`config.mk`:
```
export PLATFORM = sky130hd
export DESIGN_NAME = intr_req_collector_flat
export DESIGN_NICKNAME = d
export VERILOG_FILES = /design/src/rtl/intr_req_collector_pkg.sv /design/src/rtl/intr_req_collector_if.sv /design/src/rtl/intr_req_collector_pend_bank.sv /design/src/rtl/intr_req_collector.sv /design/src/flat_wrapper.sv
export SDC_FILE = /design/constraint.sdc
export NUM_CORES = 1
export LEC_CHECK = 0
export BUFFER_PORTS_ARGS = -buffer_cell sky130_fd_sc_hd__buf_2
export CAP_MARGIN = 15
export CORE_MARGIN = 2
export CORE_UTILIZATION = 55
export CTS_CLUSTER_DIAMETER = 40
export DETAILED_ROUTE_END_ITERATION = 7
export PLACE_DENSITY = 0.87
export SYNTH_ARGS = -nofsm -noshare
export SYNTH_HDL_FRONTEND = slang
export SYNTH_HIERARCHICAL = 1
export SYNTH_SLANG_ARGS = --single-unit
```
`constraint.sdc`:
```
create_clock -name clk -period 2.09 [get_ports clk]
set_input_delay 0.3135 -clock clk [delete_from_list [all_inputs] [get_ports clk]]
set_output_delay 0.3135 -clock clk [all_outputs]
set_load 0.02 [all_outputs]
```
`src/rtl/intr_req_collector_pkg.sv`:
```
// Shared definitions for the interrupt request collector.
// Holds the line count, channel-number width, bus encodings and
// the collector FSM state type.
package intr_pkg;

    localparam int unsigned NCH = 9;   // lines per bus
    localparam int unsigned CHW = 4;   // channel-number width

    typedef enum logic [1:0] {
        BUS_A = 2'd0,
        BUS_B = 2'd1,
        BUS_C = 2'd2
    } bus_e;

    typedef enum logic [1:0] {
        IDLE,
        WAIT,
        OFFER,
        CLEAR
    } state_e;

endpackage

```
`src/rtl/intr_req_collector_if.sv`:
```
// Service handshake between the collector and the service agent.
//   svc_valid : a granted interrupt is offered
//   svc_bus   : winning bus (0=A, 1=B, 2=C)
//   svc_chan  : winning line index
//   svc_ready : service agent accepts the offer
// master = collector side, slave = service agent side.
interface intr_req_collector_if;
    import intr_pkg::*;

    logic           svc_valid;
    logic [1:0]     svc_bus;
    logic [CHW-1:0] svc_chan;
    logic           svc_ready;

    modport master (
        output svc_valid,
        output svc_bus,
        output svc_chan,
        input  svc_ready
    );

    modport slave (
        input  svc_valid,
        input  svc_bus,
        input  svc_chan,
        output svc_ready
    );

endinterface

```
`src/rtl/intr_req_collector_pend_bank.sv`:
```
// Pending register for one interrupt bus.
//   clk, rst_n : clock, synchronous active-low reset
//   set        : request pulses, one bit per line
//   clr_en     : clear the line selected by clr_idx this cycle
//   clr_idx    : line to clear
//   pend       : pending bits
//   overrun    : registered pulse, a request hit an already-pending line
module intr_pend_bank
    import intr_pkg::*;
(
    input  logic           clk,
    input  logic           rst_n,
    input  logic [NCH-1:0] set,
    input  logic           clr_en,
    input  logic [CHW-1:0] clr_idx,
    output logic [NCH-1:0] pend,
    output logic           overrun
);

    logic [NCH-1:0] clr_mask;

    // An out-of-range index shifts the single bit out, clearing nothing.
    always_comb begin
        clr_mask = '0;
        if (clr_en) begin
            clr_mask = NCH'(1) << clr_idx;
        end
    end

    // Set is applied after the clear so a same-cycle request keeps the bit.
    always_ff @(posedge clk) begin
        if (!rst_n) begin
            pend    <= '0;
            overrun <= 1'b0;
        end else begin
            pend    <= (pend & ~clr_mask) | set;
            overrun <= |(set & pend);
        end
    end

endmodule

```
`src/rtl/intr_req_collector.sv`:
```
// Request-side front end for the 27-line interrupt priority arbiter.
// Captures request pulses into pending registers, presents a frozen
// snapshot to the arbiter, samples its registered grant after LAT
// cycles, offers the winner to a service agent and clears the serviced
// pending bit on acceptance.
//   clk, rst_n          : clock, synchronous active-low reset
//   irq_a/b/c           : request pulses per bus
//   en_in               : per-line enable, snapshotted to E_out
//   E_out/A_out/B_out/C_out : arbiter inputs (registered snapshot)
//   PA_in/PB_in/PC_in   : arbiter bus-grant flags
//   Chan_in             : granted line index
//   svc                 : service handshake (master side)
//   overrun             : pulse, request hit an already-pending line
//   grant_err           : pulse, malformed grant
module intr_req_collector
    import intr_pkg::*;
#(
    parameter int unsigned LAT = 2
) (
    input  logic                        clk,
    input  logic                        rst_n,
    input  logic [NCH-1:0]              irq_a,
    input  logic [NCH-1:0]              irq_b,
    input  logic [NCH-1:0]              irq_c,
    input  logic [NCH-1:0]              en_in,
    output logic [NCH-1:0]              E_out,
    output logic [NCH-1:0]              A_out,
    output logic [NCH-1:0]              B_out,
    output logic [NCH-1:0]              C_out,
    input  logic                        PA_in,
    input  logic                        PB_in,
    input  logic                        PC_in,
    input  logic [CHW-1:0]              Chan_in,
    intr_req_collector_if.master        svc,
    output logic                        overrun,
    output logic                        grant_err
);

    localparam int unsigned WCW = (LAT == 0) ? 1 : $clog2(LAT + 1);

    state_e         state_q, state_d;
    logic [WCW-1:0] wcnt_q, wcnt_d;
    logic [NCH-1:0] e_d, a_d, b_d, c_d;
    bus_e           bus_q, bus_d;
    logic [CHW-1:0] chan_q, chan_d;
    logic           gerr_d;

    logic [NCH-1:0] pend_a, pend_b, pend_c;
    logic           ovr_a, ovr_b, ovr_c;
    logic           clr_a, clr_b, clr_c;

    logic [2:0]     flags;
    logic           one_hot, none_set, chan_ok;

    assign clr_a = (state_q == CLEAR) && (bus_q == BUS_A);
    assign clr_b = (state_q == CLEAR) && (bus_q == BUS_B);
    assign clr_c = (state_q == CLEAR) && (bus_q == BUS_C);

    intr_pend_bank u_bank_a (
        .clk     (clk),
        .rst_n   (rst_n),
        .set     (irq_a),
        .clr_en  (clr_a),
        .clr_idx (chan_q),
        .pend    (pend_a),
        .overrun (ovr_a)
    );

    intr_pend_bank u_bank_b (
        .clk     (clk),
        .rst_n   (rst_n),
        .set     (irq_b),
        .clr_en  (clr_b),
        .clr_idx (chan_q),
        .pend    (pend_b),
        .overrun (ovr_b)
    );

    intr_pend_bank u_bank_c (
        .clk     (clk),
        .rst_n   (rst_n),
        .set     (irq_c),
        .clr_en  (clr_c),
        .clr_idx (chan_q),
        .pend    (pend_c),
        .overrun (ovr_c)
    );

    assign overrun = ovr_a | ovr_b | ovr_c;

    // Grant classification
    assign flags    = {PA_in, PB_in, PC_in};
    assign one_hot  = (flags == 3'b100) || (flags == 3'b010) || (flags == 3'b001);
    assign none_set = (flags == 3'b000);
    assign chan_ok  = (Chan_in < CHW'(NCH));

    always_comb begin
        state_d = state_q;
        wcnt_d  = wcnt_q;
        e_d     = E_out;
        a_d     = A_out;
        b_d     = B_out;
        c_d     = C_out;
        bus_d   = bus_q;
        chan_d  = chan_q;
        gerr_d  = 1'b0;

        case (state_q)
            IDLE: begin
                if (|((pend_a | pend_b | pend_c) & en_in)) begin
                    e_d     = en_in;
                    a_d     = pend_a;
                    b_d     = pend_b;
                    c_d     = pend_c;
                    wcnt_d  = WCW'(LAT);
                    state_d = WAIT;
                end
            end
            WAIT: begin
                if (wcnt_q != '0) begin
                    wcnt_d = wcnt_q - WCW'(1);
                end else if (one_hot && chan_ok) begin
                    bus_d   = PA_in ? BUS_A : (PB_in ? BUS_B : BUS_C);
                    chan_d  = Chan_in;
                    state_d = OFFER;
                end else if (none_set) begin
                    state_d = IDLE;
                end else begin
                    gerr_d  = 1'b1;
                    state_d = IDLE;
                end
            end
            OFFER: begin
                if (svc.svc_ready) begin
                    state_d = CLEAR;
                end
            end
            CLEAR: begin
                state_d = IDLE;
            end
            default: begin
                state_d = IDLE;
            end
        endcase
    end

    always_ff @(posedge clk) begin
        if (!rst_n) begin
            state_q   <= IDLE;
            wcnt_q    <= '0;
            E_out     <= '0;
            A_out     <= '0;
            B_out     <= '0;
            C_out     <= '0;
            bus_q     <= BUS_A;
            chan_q    <= '0;
            grant_err <= 1'b0;
        end else begin
            state_q   <= state_d;
            wcnt_q    <= wcnt_d;
            E_out     <= e_d;
            A_out     <= a_d;
            B_out     <= b_d;
            C_out     <= c_d;
            bus_q     <= bus_d;
            chan_q    <= chan_d;
            grant_err <= gerr_d;
        end
    end

    assign svc.svc_valid = (state_q == OFFER);
    assign svc.svc_bus   = bus_q;
    assign svc.svc_chan  = chan_q;

endmodule

```
`src/flat_wrapper.sv`:
```
// flat-port wrapper written by rule: the top's interface ports become plain ports
module intr_req_collector_flat import intr_pkg::*;
#(
    parameter int unsigned LAT = 2
)
  (clk, rst_n, irq_a, irq_b, irq_c, en_in, E_out, A_out, B_out, C_out, PA_in, PB_in, PC_in, Chan_in, overrun, grant_err, svc_svc_valid, svc_svc_bus, svc_svc_chan, svc_svc_ready);
  intr_req_collector_if svc_i ();
  input  logic clk;
  input  logic rst_n;
  input  logic [NCH-1:0] irq_a;
  input  logic [NCH-1:0] irq_b;
  input  logic [NCH-1:0] irq_c;
  input  logic [NCH-1:0] en_in;
  output logic [NCH-1:0] E_out;
  output logic [NCH-1:0] A_out;
  output logic [NCH-1:0] B_out;
  output logic [NCH-1:0] C_out;
  input  logic PA_in;
  input  logic PB_in;
  input  logic PC_in;
  input  logic [CHW-1:0] Chan_in;
  output logic overrun;
  output logic grant_err;
  output wire logic [$bits(svc_i.svc_valid)-1:0] svc_svc_valid;
  output wire logic [$bits(svc_i.svc_bus)-1:0] svc_svc_bus;
  output wire logic [$bits(svc_i.svc_chan)-1:0] svc_svc_chan;
  input wire logic [$bits(svc_i.svc_ready)-1:0] svc_svc_ready;
  assign svc_svc_valid = svc_i.svc_valid;
  assign svc_svc_bus = svc_i.svc_bus;
  assign svc_svc_chan = svc_i.svc_chan;
  assign svc_i.svc_ready = svc_svc_ready;
  intr_req_collector #(.LAT(LAT)) u_core (.clk(clk), .rst_n(rst_n), .irq_a(irq_a), .irq_b(irq_b), .irq_c(irq_c), .en_in(en_in), .E_out(E_out), .A_out(A_out), .B_out(B_out), .C_out(C_out), .PA_in(PA_in), .PB_in(PB_in), .PC_in(PC_in), .Chan_in(Chan_in), .svc(svc_i), .overrun(overrun), .grant_err(grant_err));
endmodule
```
==> run_results.csv <==
group,metric,value,unit
timing,post-route-period-util,88.8,%
power,p_leak,2.26,nW
placed_design,io_buffer_count,90,
placed_design,gp_congestion,0.920,
placed_design,hpwl,8020,um
yosys,ys.warnings.count,6,
clock_tree,clockBufferDepth,2,
timing,fmax,539,MHz
timing,report.final.setup_viol,0,
clock_tree,clkLatencyLatePin,0.35,ns
flow_run,drv_cap,0,
global_route,grt_pass1_vias,4000,
clock_tree,clock-sinks,77,
clock_tree,cts_setup_buffers,0,
setup_path,critPathArrivalTime,2.14,ns
final_layout,drive_gt1_share,21.8,%
setup_path,reg2reg_from,"u_core/u_bank_c/pend[3]$_SDFF_PN0_",
floorplanning,initial_core_util,56.9,%
detailed_routing,drt-initial-drc-count,506,
floorplanning,die_h,90.8,um
global_route,antenna_found_initial,0,
final_layout,area_growth,18.5,%
yosys,yosys.area.top_type,"dfxtp_1",
setup_path,r2r-end,"u_core/A_out[2]$_SDFFE_PN0P_",
timing,fin_tns_setup,0,ns
worst_hold_path,hold_path_startpoint,"irq_c[3]",
yosys,async_flop_share,0,%
global_route,overflow,0,
setup_path,critPathLaunchType,"flop",
final_layout,diodes,0,
timing,min_period,1.86,ns
detailed_routing,wire_per_inst,17.2,um
yosys,yosys_register_bits,77,
timing,hold_viol_final,0,
clock_tree,cts_root_buf,"clkbuf_8",
floorplanning,coreArea,7290,um^2
timing,rsz0062_at_grt,"no",
floorplanning,die_x,90.8,um
yosys,post_synth_num_cell_types,44,
detailed_routing,ant_nets,0,
power,p_per_area,845,nW/um^2
yosys,yosys-top-cells-area,"dfxtp_1 37%, a2bb2oi_1 7.6%, or4_1 6.5%",
yosys,synth-main-ff-cell,"dfxtp_1",
detailed_routing,vias,4372,
yosys,syn_nets,555,
global_route,grt_pass1_wl,19200,um
detailed_routing,viasPerCell,6.37,
setup_path,critical_path_class,"flop to flop",
yosys,synth_top_area_share,37.2,%
detailed_routing,drt_pass1_iterations,5,
yosys,netlist_area,4150,um^2
final_layout,nets,629,
clock_tree,h-tree-depth,3,
clock_tree,path_clk_slew,0.08,ns
timing,slew_headroom,57.8,%
worst_hold_path,hold_class,"input port to flop",
floorplanning,rows,31,
setup_path,critPathCaptureType,"flop",
floorplanning,die-area,8250,um^2
setup_path,critPathMaxFanout,72,
clock_tree,cts_tree,"yes",
yosys,synth_cells,508,
clock_tree,cts-resized-gates,0,
timing,final_max_slew_viol_count,0,
timing,tightest_slew,0.632,ns
yosys,yosysSeqAreaShare,37.2,%
setup_path,ff2ff_path_depth,5,
worst_hold_path,holdPathEnd,"u_core/u_bank_c/pend[3]$_SDFF_PN0_",
worst_hold_path,min_path_cells,2,
timing,fin_skew,0.00649,ns
detailed_routing,wirelength,11800,um
detailed_routing,drcViolationCount,0,
power,ir_drop,0.431,mV
power,fin_total_pwr,0.00415,W
global_route,grt_max_degree,97,
global_route,grt_use_total,28.3,%
floorplanning,ioPinCount,91,
setup_path,cp.required,2.37,ns
status,status,"complete, no violations",
setup_path,r2r_slack,0.23,ns
yosys,avgSynthCellArea,8.16,um^2
clock_tree,hold_buffers,0,
clock_tree,cts_made_buffers,9,
yosys,synth-edff-count,0,
metal layers:
metal / GRT usage [%] / part of all wire (%) / up-vias
li1: - / - / 2073
met1: 38.1 / 43 / 2044
met2: 45.0 / 47 / 222
met3: 5.01 / 7.8 / 33
met4: 11.9 / 2.6 / 0
met5: 0 / 0 / -
cell usage in the layout (no fill, tap or decap), drive strengths merged, types with 2 or more instances in the layout:
cell type    n
buf        104
dfxtp       77
nand2       43
nand3       39
o21ai       39
or4         36
a2bb2oi     36
and3        36
inv         35
o21a        18
a21oi       17
a31oi       17
o31ai       16
clkbuf      12
o31a         6
nor2         6
nor3b        6
or3          4
o41ai        4
mux2i        4
nand3b       3
a22oi        3
a222oi       3
a22o         3
a221oi       3
clkinv       2
bufinv       2
nor3         2
critical path: stages (launching register included):
cell	delay, ns
dfxtp_1	0.35
o31ai_1	0.31
nand4_2	0.12
buf_4	0.32
or4_1	0.58
nand3_1	0.10
how the worst max path moves through the flow:
stage,from,end,slack [ns]
final,u_core/u_bank_c/pend[3]$_SDFF_PN0_,u_core/A_out[2]$_SDFFE_PN0P_,0.23
after global routing,u_core/u_bank_c/pend[3]$_SDFF_PN0_,u_core/E_out[3]$_SDFFE_PN0P_,0.1
after CTS,u_core/u_bank_c/pend[7]$_SDFF_PN0_,u_core/A_out[2]$_SDFFE_PN0P_,0.25
after detailed placement,u_core/u_bank_c/pend[3]$_SDFF_PN0_,u_core/B_out[3]$_SDFFE_PN0P_,0.27
after global placement,u_core/state_q[0]$_SDFFE_PN0P_,u_core/u_bank_c/pend[1]$_SDFF_PN0_,0.29
after floorplan,u_core/u_bank_c/pend[5]$_SDFF_PN0_,u_core/A_out[0]$_SDFFE_PN0P_,0.46
flip-flops by register name, indices dropped and copies added (netlist names), 4 cells and up, named ones only:
signal and count:
u_core/A_out 9, u_core/B_out 9, u_core/C_out 9, u_core/E_out 9, u_core/svc.svc_chan 4, u_core/u_bank_a/pend 9
u_core/u_bank_b/pend 9, u_core/u_bank_c/pend 9
per-stage QoR:
stage / cells / setup WS (ns) / util (%) / hold WS, ns / cell area, um^2
6_report: 686 / 0.233 / 67.4 / 0.191 / 4910
5_1_grt: 686 / 0.0964 / 67.4 / 0.199 / 4910
4_1_cts: 686 / 0.251 / 67.4 / 0.179 / 4910
3_5_place_dp: 670 / 0.270 / 64.3 / 0.478 / 4690
3_3_place_gp: 670 / 0.289 / 64.3 / 0.485 / 4690
2_1_floorplan: 508 / 0.461 / - / 0.431 / 4150
power by group:
group / total, W / leakage [nW] / internal (W) / switching, W
combinational: 0.00108 / 1.50 / 0.000444 / 0.000639
clock: 0.00128 / 0.116 / 0.000735 / 0.000549
sequential: 0.00179 / 0.640 / 0.00164 / 0.000142
total: 0.00415 / 2.26 / 0.00282 / 0.00133
cell usage after synthesis (2+ instances only):
cell type  count
dfxtp_1       77
nand2_1       43
nand3_1       38
a2bb2oi_1     36
or4_1         36
and3_1        35
inv_1         35
clkbuf_1      33
o21ai_0       32
o21a_1        18
a21oi_1       17
a31oi_1       17
o31ai_1       14
o21ai_1        7
nor2_1         6
o31a_1         6
buf_2          4
mux2i_1        4
o41ai_1        4
or3_1          4
a221oi_1       3
a222oi_1       3
a22o_1         3
a22oi_1        3
clkbuf_2       3
nand3b_1       3
nor3b_1        3
nor3b_2        3
nor3_1         2
o31ai_2        2
final cells by class:
class | count | area [um^2]
Inverter | 35 | 131
Sequential cell | 77 | 1540
Clock inverter | 4 | 70.1
Multi-Input combinational cell | 355 | 2310
Timing Repair Buffer | 104 | 581
Fill cell | 626 | 2380
Clock buffer | 12 | 155
Tap cell | 99 | 124
cell families after synthesis:
group           count (synthesis)  share of synthesized area (%)
flops                          77                           37.2
mux                             4                          0.966
fa+ha+maj                       2                          0.543
compound gates                168                           28.7
buf+inv                        76                           7.27
xor+xnor                        2                          0.423
simple gates                  179                           24.9
No activity file was read; power rests on OpenSTA's default activity.
